==> config.mk <==
export PLATFORM = sky130hd
export DESIGN_NAME = pc_sequencer
export DESIGN_NICKNAME = d
export VERILOG_FILES = /design/src/rtl/pc_sequencer.sv
export SDC_FILE = /design/constraint.sdc
export NUM_CORES = 1
export LEC_CHECK = 0
export BUFFER_PORTS_ARGS = -buffer_cell sky130_fd_sc_hd__clkbuf_2
export CAP_MARGIN = 20
export CORE_ASPECT_RATIO = 2
export CORE_UTILIZATION = 54
export CTS_CLUSTER_SIZE = 40
export DETAILED_ROUTE_END_ITERATION = 16
export GPL_TIMING_DRIVEN = 0
export PLACE_DENSITY = 0.83
export REMOVE_ABC_BUFFERS = 1
export SETUP_SLACK_MARGIN = 0.3
export SYNTH_ARGS = -nofsm -noshare
export SYNTH_HDL_FRONTEND = slang
export SYNTH_SLANG_ARGS = --single-unit
==> constraint.sdc <==
create_clock -name Clk -period 5.7 [get_ports Clk]
set_clock_uncertainty 0.15 [all_clocks]
set_input_delay 0.855 -clock Clk [delete_from_list [all_inputs] [get_ports Clk]]
set_output_delay 0.855 -clock Clk [all_outputs]
set_load 0.02 [all_outputs]
==> src/rtl/pc_sequencer.sv <==
// Fetch-stage program-counter controller: Start/Done handshake, branch-target
// LUT pointer, halt/sentinel detection and a saturating RUN-cycle counter.
module pc_sequencer #(
    parameter int PC_W  = 10,
    parameter int CNT_W = 16
) (
    input  logic             Clk,
    input  logic             Reset,
    input  logic             Start,
    input  logic             Stall,
    input  logic             BranchEn,
    input  logic             BranchTaken,
    input  logic [2:0]       BranchAddr,
    input  logic             HaltInstr,
    output logic [2:0]       LutAddr,
    input  logic [PC_W-1:0]  LutTarget,
    output logic [PC_W-1:0]  PC,
    output logic             Running,
    output logic             Done,
    output logic [CNT_W-1:0] CycleCount
);

    typedef enum logic [1:0] {
        S_IDLE = 2'd0,
        S_LOAD = 2'd1,
        S_RUN  = 2'd2,
        S_HALT = 2'd3
    } state_t;

    state_t           r_state;
    state_t           w_next;
    logic [PC_W-1:0]  r_pc;
    logic [PC_W-1:0]  w_pc_next;
    logic [CNT_W-1:0] r_cnt;
    logic [CNT_W-1:0] w_cnt_next;
    logic             r_running;
    logic             r_done;
    logic             w_taken;
    logic             w_sentinel;

    function automatic logic [CNT_W-1:0] sat_inc(input logic [CNT_W-1:0] v);
        return (v == {CNT_W{1'b1}}) ? v : v + {{(CNT_W-1){1'b0}}, 1'b1};
    endfunction

    assign LutAddr    = BranchAddr;
    assign w_taken    = BranchEn & BranchTaken;
    assign w_sentinel = (LutTarget == {PC_W{1'b1}});

    always_comb begin
        w_next     = r_state;
        w_pc_next  = r_pc;
        w_cnt_next = r_cnt;
        case (r_state)
            S_IDLE: begin
                if (Start) w_next = S_LOAD;
            end
            S_LOAD: begin
                if (!Start) w_next = S_RUN;
            end
            S_RUN: begin
                // Restart is checked before Stall so a stalled core can still be restarted.
                if (Start) begin
                    w_next = S_LOAD;
                end else if (!Stall) begin
                    w_cnt_next = sat_inc(r_cnt);
                    if (HaltInstr) begin
                        w_next = S_HALT;
                    end else if (w_taken && w_sentinel) begin
                        w_next = S_HALT;
                    end else if (w_taken) begin
                        w_pc_next = LutTarget;
                    end else begin
                        w_pc_next = r_pc + {{(PC_W-1){1'b0}}, 1'b1};
                    end
                end
            end
            S_HALT: begin
                if (Start) w_next = S_LOAD;
            end
            default: w_next = S_IDLE;
        endcase
        // Clearing on entry as well as during LOAD makes Done/CycleCount read zero in the first LOAD cycle.
        if (w_next == S_LOAD || r_state == S_LOAD) begin
            w_pc_next  = '0;
            w_cnt_next = '0;
        end
    end

    always_ff @(posedge Clk) begin
        if (Reset) begin
            r_state   <= S_IDLE;
            r_pc      <= '0;
            r_cnt     <= '0;
            r_running <= 1'b0;
            r_done    <= 1'b0;
        end else begin
            r_state   <= w_next;
            r_pc      <= w_pc_next;
            r_cnt     <= w_cnt_next;
            r_running <= (w_next == S_RUN);
            r_done    <= (w_next == S_HALT);
        end
    end

    assign PC         = r_pc;
    assign Running    = r_running;
    assign Done       = r_done;
    assign CycleCount = r_cnt;

endmodule

==> flow_metrics.env, run 1 <==
export IMPL_grt_first_pass_wirelength_mm=6.43
export IMPL_cts_setup_buffers=0
export IMPL_ctsLongestPathBuffers=2
export IMPL_gp_congestion=0.833
export IMPL_finalHoldWorstSlack_ps=341
export IMPL_cp_max_fo=26
export IMPL_drv_slew=0
export IMPL_hold_viol_final=0
export IMPL_wire_per_inst_um=13.7
export IMPL_synth_seq_cells=30
export IMPL_critical_path_class="primary input to flop"
export IMPL_path_cells="clkbuf_2 -> nand4_1 -> o41a_1 -> a211oi_1 -> a211o_1 -> nor2_1"
export IMPL_grt_antenna_before_repair=0
export IMPL_syn_area_per_cell_um2=7.97
export IMPL_post_place_ws_ps=2580
export IMPL_synth_ff_type="dfxtp_1"
export IMPL_ys_async_sr_fraction_pct=0
export IMPL_endpoint_kind="flop"
export IMPL_drt_iter0_markers=48
export IMPL_start_kind="primary input"
export IMPL_num_io_pins=51
export IMPL_rows=28
export IMPL_drive_gt1_share_pct=21.0
export IMPL_finalSetupViolations=0
export IMPL_core_area_um2=2980
export IMPL_cts_made_buffers=5
export IMPL_final_nets=276
export IMPL_vias=1688
export IMPL_yosysTopAreaCell="dfxtp_1"
export IMPL_cp_slowest_cell="a211o_1"
export IMPL_fin_area_um2=1970
export IMPL_syn2layout_area_growth_pct=15.9
export IMPL_clk_pin_slew_ps=60
export IMPL_fin_ws_ps=2880
export IMPL_synth_edf_count=0
export IMPL_cts_tree="built"
export IMPL_fin_util_pct=66.1
export IMPL_grt_pass1_vias=1508
export IMPL_hp_class="flop to flop"
export IMPL_antenna_cells=0
export IMPL_portBuffers=44
export IMPL_chipWidth_um=41.6
export IMPL_die_area_um2=3380
export IMPL_cp_arrival_ps=2790
export IMPL_synth_area_um2=1700
export IMPL_powerDensity_nw_per_um2=208
export IMPL_ys_types=40
export IMPL_leakagePower_nw=0.736
export IMPL_ys_seq_area_share_pct=35.4
export IMPL_final_common_cell="clkbuf_2"
export IMPL_ant_nets=0
export IMPL_routed_via_density=5.99
export IMPL_vdd_drop_max_uv=143
export IMPL_mostFrequentLayoutCells="44 x clkbuf_2, 30 x dfxtp_1, 27 x nor2_1"
export IMPL_dp_hpwl_mm=2.91
export IMPL_slowest_delay_ps=770
export IMPL_total_power_uw=410
export IMPL_cp_top_family="compound AO/OA/AOI/OAI gates"
export IMPL_rsz0062_at_grt="no"
export IMPL_cts_root_buffer="clkbuf_8"
export IMPL_cts_hold_buf=0
export IMPL_worstMarginPinSlew_ps=884
export IMPL_required_ps=5670
export IMPL_finalNonFillerCells=282
export IMPL_place_inst=275
export IMPL_cap_violations=0
export IMPL_first_pass_iters=4
export IMPL_die_y_um=81.3
export IMPL_outcome="completed"
export IMPL_cts_repair_resized=0
export IMPL_yosysTopAreaCellShare_pct=35.4
export IMPL_tns_ps=0
export IMPL_route_detailed_drc=0
export IMPL_place_area_um2=1890
export IMPL_fmaxAchievable_mhz=355
export IMPL_clkSinkCount=30
export IMPL_synth_area_top_cells="dfxtp_1 35%, xnor2_1 7.7%, nor2_1 6.0%, nand2_1 5.5%, a21oi_1 3.8%"
export IMPL_grt_use_total_pct=24.3
export IMPL_overflow=0
export IMPL_wirelength_mm=3.87
export IMPL_synthCells=213
export IMPL_period_needed_ps=2820
export IMPL_path_buf_inv=1
export IMPL_start_util_pct=57.0
export IMPL_slew_headroom_pct=41.1
export IMPL_htreeDepth=2
export IMPL_grt_max_degree=27
export IMPL_period_share_pct=49.5
export IMPL_ys_warn_count=0
export IMPL_clkLatencyLatePin_ps=270
[state kept, by name (all words and copies together) (netlist names)]
| register | cells |
|---|---|
| CycleCount | 16 |
| PC | 10 |
| r_state | 2 |
| Done | 1 |
| Running | 1 |
[worst paths after layout]
| kind | to | depth (start not counted) | startpoint | slack (ps) |
|---|---|---|---|---|
| max | CycleCount[6] | 6 | LutTarget[6] | 2880 |
| min | PC[9] | 2 | PC[9] | 340 |
| max reg2reg | CycleCount[15] | 7 | r_state[0] | 3130 |
| min reg2reg | PC[9] | 2 | PC[9] | 340 |
[final cells by class]
type	count	area, µm²
timing repair buffer	45	228
tap	30	37.5
multi-input combinational	165	1010
inverter	5	18.8
fill	279	1010
sequential	30	601
clock buffer	7	76.3
[worst min-delay path, stage by stage, from the launching register on]
cell,delay [ps]
dfxtp_1,320
o21ai_0,70
a21oi_1,60
[routing by layer]
metal	track usage, %	vias to the layer above	share of wire (%)
met5	0	-	0
met4	11.0	0	1.1
met3	4.44	5	3.5
met2	48.0	43	57
met1	23.3	797	39
li1	-	843	-
[report_power, final]
part / leakage [nW] / switching [mW] / internal (mW)
clock: 0.0383 / 0.0740 / 0.0839
combinational: 0.456 / 0.0255 / 0.0142
sequential: 0.242 / 0.00147 / 0.211
total: 0.736 / 0.101 / 0.309
[kinds of logic after synthesis]
logic type | synth area share (%)
buf+inv | 5.31
compound gates | 16.1
flops | 35.4
simple gates | 32.5
fa+ha+maj | 2.95
xor+xnor | 7.74
[cells in the mapped netlist (4+ instances only)]
cell	count
clkbuf_1	5
nand2_1	25
buf_4	5
nor3_1	7
a21oi_1	13
o31ai_1	4
xnor2_1	15
o21ai_0	10
nor2_1	27
inv_1	5
nand4_1	7
ha_1	4
nor4_1	5
dfxtp_1	30
nand3_1	11
and4_1	4
No activity file was read; power rests on OpenSTA's default activity.
==> run 2, diff against run 1 <==
CORE_UTILIZATION = 46   (was 54)
PLACE_DENSITY = 0.75   (was 0.83)
clock period = 2.55 ns   (was 5.7 ns; I/O delays follow)
==> flow_metrics.env, run 2 (synthesis results as in run 1) <==
export IMPL_cap_violations=0
export IMPL_total_power_uw=989
export IMPL_fmaxAchievable_mhz=463
export IMPL_fin_area_um2=2110
export IMPL_cp_arrival_ps=2210
export IMPL_cp_max_fo=7
export IMPL_place_area_um2=1910
export IMPL_period_share_pct=84.7
export IMPL_wirelength_mm=4.50
export IMPL_vias=1735
export IMPL_grt_first_pass_wirelength_mm=6.72
export IMPL_grt_max_degree=27
export IMPL_grt_pass1_vias=1572
export IMPL_ctsLongestPathBuffers=2
export IMPL_critical_path_class="flop to flop"
export IMPL_portBuffers=44
export IMPL_clk_pin_slew_ps=70
export IMPL_gp_congestion=0.822
export IMPL_routed_via_density=5.67
export IMPL_hold_viol_final=0
export IMPL_ant_nets=0
export IMPL_final_nets=281
export IMPL_hp_class="primary input to flop"
export IMPL_period_needed_ps=2160
export IMPL_endpoint_kind="flop"
export IMPL_chipWidth_um=44.9
export IMPL_overflow=0
export IMPL_num_io_pins=51
export IMPL_largest_reg_flops=16
export IMPL_rows=30
export IMPL_required_ps=2590
export IMPL_tns_ps=0
export IMPL_final_common_cell="clkbuf_2"
export IMPL_cts_root_buffer="clkbuf_8"
export IMPL_slew_headroom_pct=53.4
export IMPL_holdCritStartpoint="Reset"
export IMPL_core_area_um2=3450
export IMPL_vdd_drop_max_uv=379
export IMPL_leakagePower_nw=0.780
export IMPL_syn2layout_area_growth_pct=24.6
export IMPL_cts_hold_buf=0
export IMPL_dp_hpwl_mm=2.91
export IMPL_drt_iter0_markers=39
export IMPL_finalSetupViolations=0
export IMPL_wire_per_inst_um=14.7
export IMPL_worstMarginPinSlew_ps=692
export IMPL_clkSinkCount=30
export IMPL_grt_use_total_pct=22.4
export IMPL_drv_slew=0
export IMPL_cts_tree="built"
export IMPL_die_y_um=87.9
export IMPL_cts_made_buffers=5
export IMPL_startpoint="r_state[0]"
export IMPL_die_area_um2=3950
export IMPL_start_kind="flop"
export IMPL_outcome="completed"
export IMPL_route_detailed_drc=0
export IMPL_drive_gt1_share_pct=28.3
export IMPL_r2r_start="r_state[0]"
export IMPL_htreeDepth=2
export IMPL_grt_antenna_before_repair=0
export IMPL_rsz0062_at_grt="yes"
export IMPL_first_pass_iters=4
export IMPL_clkLatencyLatePin_ps=280
export IMPL_antenna_cells=0
export IMPL_start_util_pct=49.1
export IMPL_powerDensity_nw_per_um2=468
export IMPL_mostFrequentLayoutCells="44 x clkbuf_2, 28 x dfxtp_1, 27 x nor2_1"
-- run 2: per-layer routing --
metal / vias to the layer above / routed length [µm] / global-route usage [%]
met4: 0 / 86 / 12.1
li1: 858 / - / -
met5: - / 0 / 0
met3: 8 / 146 / 3.30
met2: 46 / 2500 / 40.7
met1: 823 / 1770 / 23.4
-- run 2: worst paths after layout --
| kind | end | slack, ps | depth (start not counted) |
|---|---|---|---|
| min | r_state[0] | 220 | 2 |
| max reg2reg | PC[1] | 390 | 7 |
| min reg2reg | PC[9] | 350 | 2 |
| max | PC[1] | 390 | 7 |
-- run 2: power breakdown --
group	internal [mW]	switching (mW)	total [mW]
clock	0.218	0.183	0.401
combinational	0.0428	0.0704	0.113
sequential	0.472	0.00339	0.475
total	0.732	0.257	0.989
-- run 2: timing repair --
item,CTS,global route
pin swaps,1,4
setup endpoints to repair,26,26
buffers inserted,2,1
endpoints found under the hold margin,0,0
gates resized for setup,5,9
gates cloned,0,2
-- run 2: area by class of cell --
type                    instances  area, µm²
clock buffers                   7       86.3
clock inverters                 1       5.00
fillers                       339       1340
inverters                       5       18.8
multi-input cells             167       1080
flip-flops and latches         30        603
well taps                      48       60.1
repair buffers                 48        263
-- run 2: through the flow --
stage                     cells  hold slack (ps)  utilization (%)  setup slack, ps
after floorplan             200              305                -              228
after global placement      292              335             55.2             -323
after detailed placement    293              343             55.4             -136
after CTS                   303              160             59.5              307
after global routing        306              220             61.2              259
final                       306              219             61.2              389
-- run 2: critical path: stages (launching register included) --
cell and delay (ps):
dfxtp_2 380, inv_1 60, ha_2 340, o21ai_0 100, a32oi_1 280, o31ai_2 180, a211o_4 410, a311oi_1 200
==> run 3, diff against run 2 <==
CORE_UTILIZATION = 51   (was 46)
PLACE_DENSITY = 0.79   (was 0.75)
clock period = 2.1 ns   (was 2.55 ns; I/O delays follow)
==> flow_metrics.env, run 3 (synthesis results as in run 1) <==
export IMPL_wirelength_mm=5.63
export IMPL_tns_ps=-41.9
export IMPL_grt_use_total_pct=30.3
export IMPL_final_common_cell="clkbuf_2"
export IMPL_largest_reg_flops=16
export IMPL_slew_headroom_pct=51.0
export IMPL_cts_tree="built"
export IMPL_vdd_drop_max_uv=520
export IMPL_min_to="PC[0]"
export IMPL_cp_slowest_cell="or3b_4"
export IMPL_antenna_cells=0
export IMPL_powerDensity_nw_per_um2=490
export IMPL_rows=29
export IMPL_htreeDepth=2
export IMPL_rsz0062_at_grt="yes"
export IMPL_holdCritStartpoint="LutTarget[0]"
export IMPL_reg2reg_setup_slack_ps=-40
export IMPL_overflow=0
export IMPL_fin_ws_ps=-41.9
export IMPL_clkLatencyLatePin_ps=280
export IMPL_min_delay_path_depth=3
export IMPL_startpoint="r_state[1]"
export IMPL_reg2reg_to="CycleCount[15]"
export IMPL_fmaxAchievable_mhz=467
export IMPL_first_pass_iters=4
export IMPL_fin_util_pct=79.5
export IMPL_leakagePower_nw=0.891
export IMPL_worstMarginPinSlew_ps=729
export IMPL_grt_first_pass_wirelength_mm=8.43
export IMPL_gp_congestion=0.862
export IMPL_core_area_um2=3160
export IMPL_dp_hpwl_mm=2.98
export IMPL_final_nets=304
export IMPL_mostFrequentLayoutCells="44 x clkbuf_2, 27 x dfxtp_1, 25 x nand2_1"
export IMPL_ant_nets=0
export IMPL_finalSetupViolations=1
export IMPL_path_cells="ha_4 -> or3b_4 -> or3_4 -> nor4b_4 -> xnor2_1 -> nor2_2"
export IMPL_drv_slew=0
export IMPL_slowest_delay_ps=420
export IMPL_finalNonFillerCells=311
export IMPL_die_area_um2=3580
export IMPL_hp_class="primary input to flop"
export IMPL_clkSinkCount=30
export IMPL_critical_path_class="flop to flop"
export IMPL_ctsLongestPathBuffers=2
export IMPL_period_needed_ps=2140
export IMPL_endpoint_kind="flop"
export IMPL_fill_cells=212
export IMPL_outcome="complete, but fails checks"
export IMPL_grt_antenna_before_repair=0
export IMPL_cp_top_family="simple AND/OR/NAND/NOR gates"
export IMPL_cap_violations=0
export IMPL_period_share_pct=102
export IMPL_drive_gt1_share_pct=44.6
export IMPL_cts_made_buffers=5
export IMPL_hold_viol_final=0
export IMPL_start_util_pct=53.7
export IMPL_drt_iter0_markers=71
export IMPL_rr_worst_depth=6
export IMPL_total_power_mw=1.23
export IMPL_vias=1954
export IMPL_violations="negative setup slack"
export IMPL_grt_max_degree=22
export IMPL_cp_arrival_ps=2160
export IMPL_grt_pass1_vias=1868
export IMPL_portBuffers=44
export IMPL_route_detailed_drc=0
export IMPL_start_kind="flop"
export IMPL_finalHoldWorstSlack_ps=165
export IMPL_clk_pin_slew_ps=70
export IMPL_cts_root_buffer="clkbuf_8"
export IMPL_routed_via_density=6.28
export IMPL_wire_per_inst_um=18.1
export IMPL_syn2layout_area_growth_pct=47.9
export IMPL_path_buf_inv=0
export IMPL_chipWidth_um=42.8
export IMPL_num_io_pins=51
export IMPL_place_inst=276
export IMPL_r2r_start="r_state[1]"
export IMPL_required_ps=2120
export IMPL_die_y_um=83.6
export IMPL_cp_max_fo=6
run 3: cell types whose count changed in the layout (fill, tap and decap cells not counted), sizes merged:
cell	delta
a211o	+1
clkinv	-1
buf	+22
run 3: how the worst max path moves through the flow:
| stage | to | slack (ps) | cells past startpoint |
|---|---|---|---|
| 6_report | CycleCount[15] | -40 | 6 |
| 5_1_grt | CycleCount[15] | -80 | 7 |
| 4_1_cts | CycleCount[15] | 10 | 6 |
| 3_5_place_dp | CycleCount[2] | -530 | 6 |
| 3_3_place_gp | PC[4] | -700 | 6 |
| 2_1_floorplan | PC[4] | -220 | 6 |
run 3: report_power, final:
group / switching (mW) / leakage (nW) / internal, mW
Sequential: 0.00323 / 0.243 / 0.572
Combinational: 0.129 / 0.610 / 0.0906
Clock: 0.207 / 0.0383 / 0.228
Total: 0.339 / 0.891 / 0.890
run 3: worst reg2reg max path: cells and delay by family (launching register included):
family,cells,cell delay (ps)
xor+xnor,1,160
fa+ha+maj,1,160
flops,1,380
simple gates,4,1190
run 3: layout make-up:
type	instances	area (µm²)	share of cell area, %
Clock buffer	7	76.3	3.04
Inverter	5	18.8	0.748
Multi-Input combinational cell	168	1330	52.9
Sequential cell	30	607	24.2
Tap cell	31	38.8	1.55
Timing Repair Buffer	70	442	17.6
run 3: what timing repair did:
action | in CTS | in global routing
resized for setup | 40 | 35
setup endpoints to repair | 26 | 29
gates cloned | 3 | 0
setup buffers | 18 | 7
pin swaps | 15 | 19
hold buffers | 0 | 0
run 3: metrics by stage:
step | setup WS (ps) | area [µm²]
3_5_place_dp | -535 | 1890
5_1_grt | -79.2 | 2510
2_1_floorplan | -222 | 1630
3_3_place_gp | -698 | 1880
4_1_cts | 10.5 | 2330
6_report | -41.9 | 2510
run 3: layer usage:
| layer | vias up | global-route usage (%) | wire, µm |
|---|---|---|---|
| met1 | 932 | 27.8 | 1930 |
| met4 | 0 | 17.0 | 218 |
| li1 | 913 | - | - |
| met3 | 24 | 4.98 | 258 |
| met5 | - | 0 | 0 |
| met2 | 85 | 58.0 | 3220 |
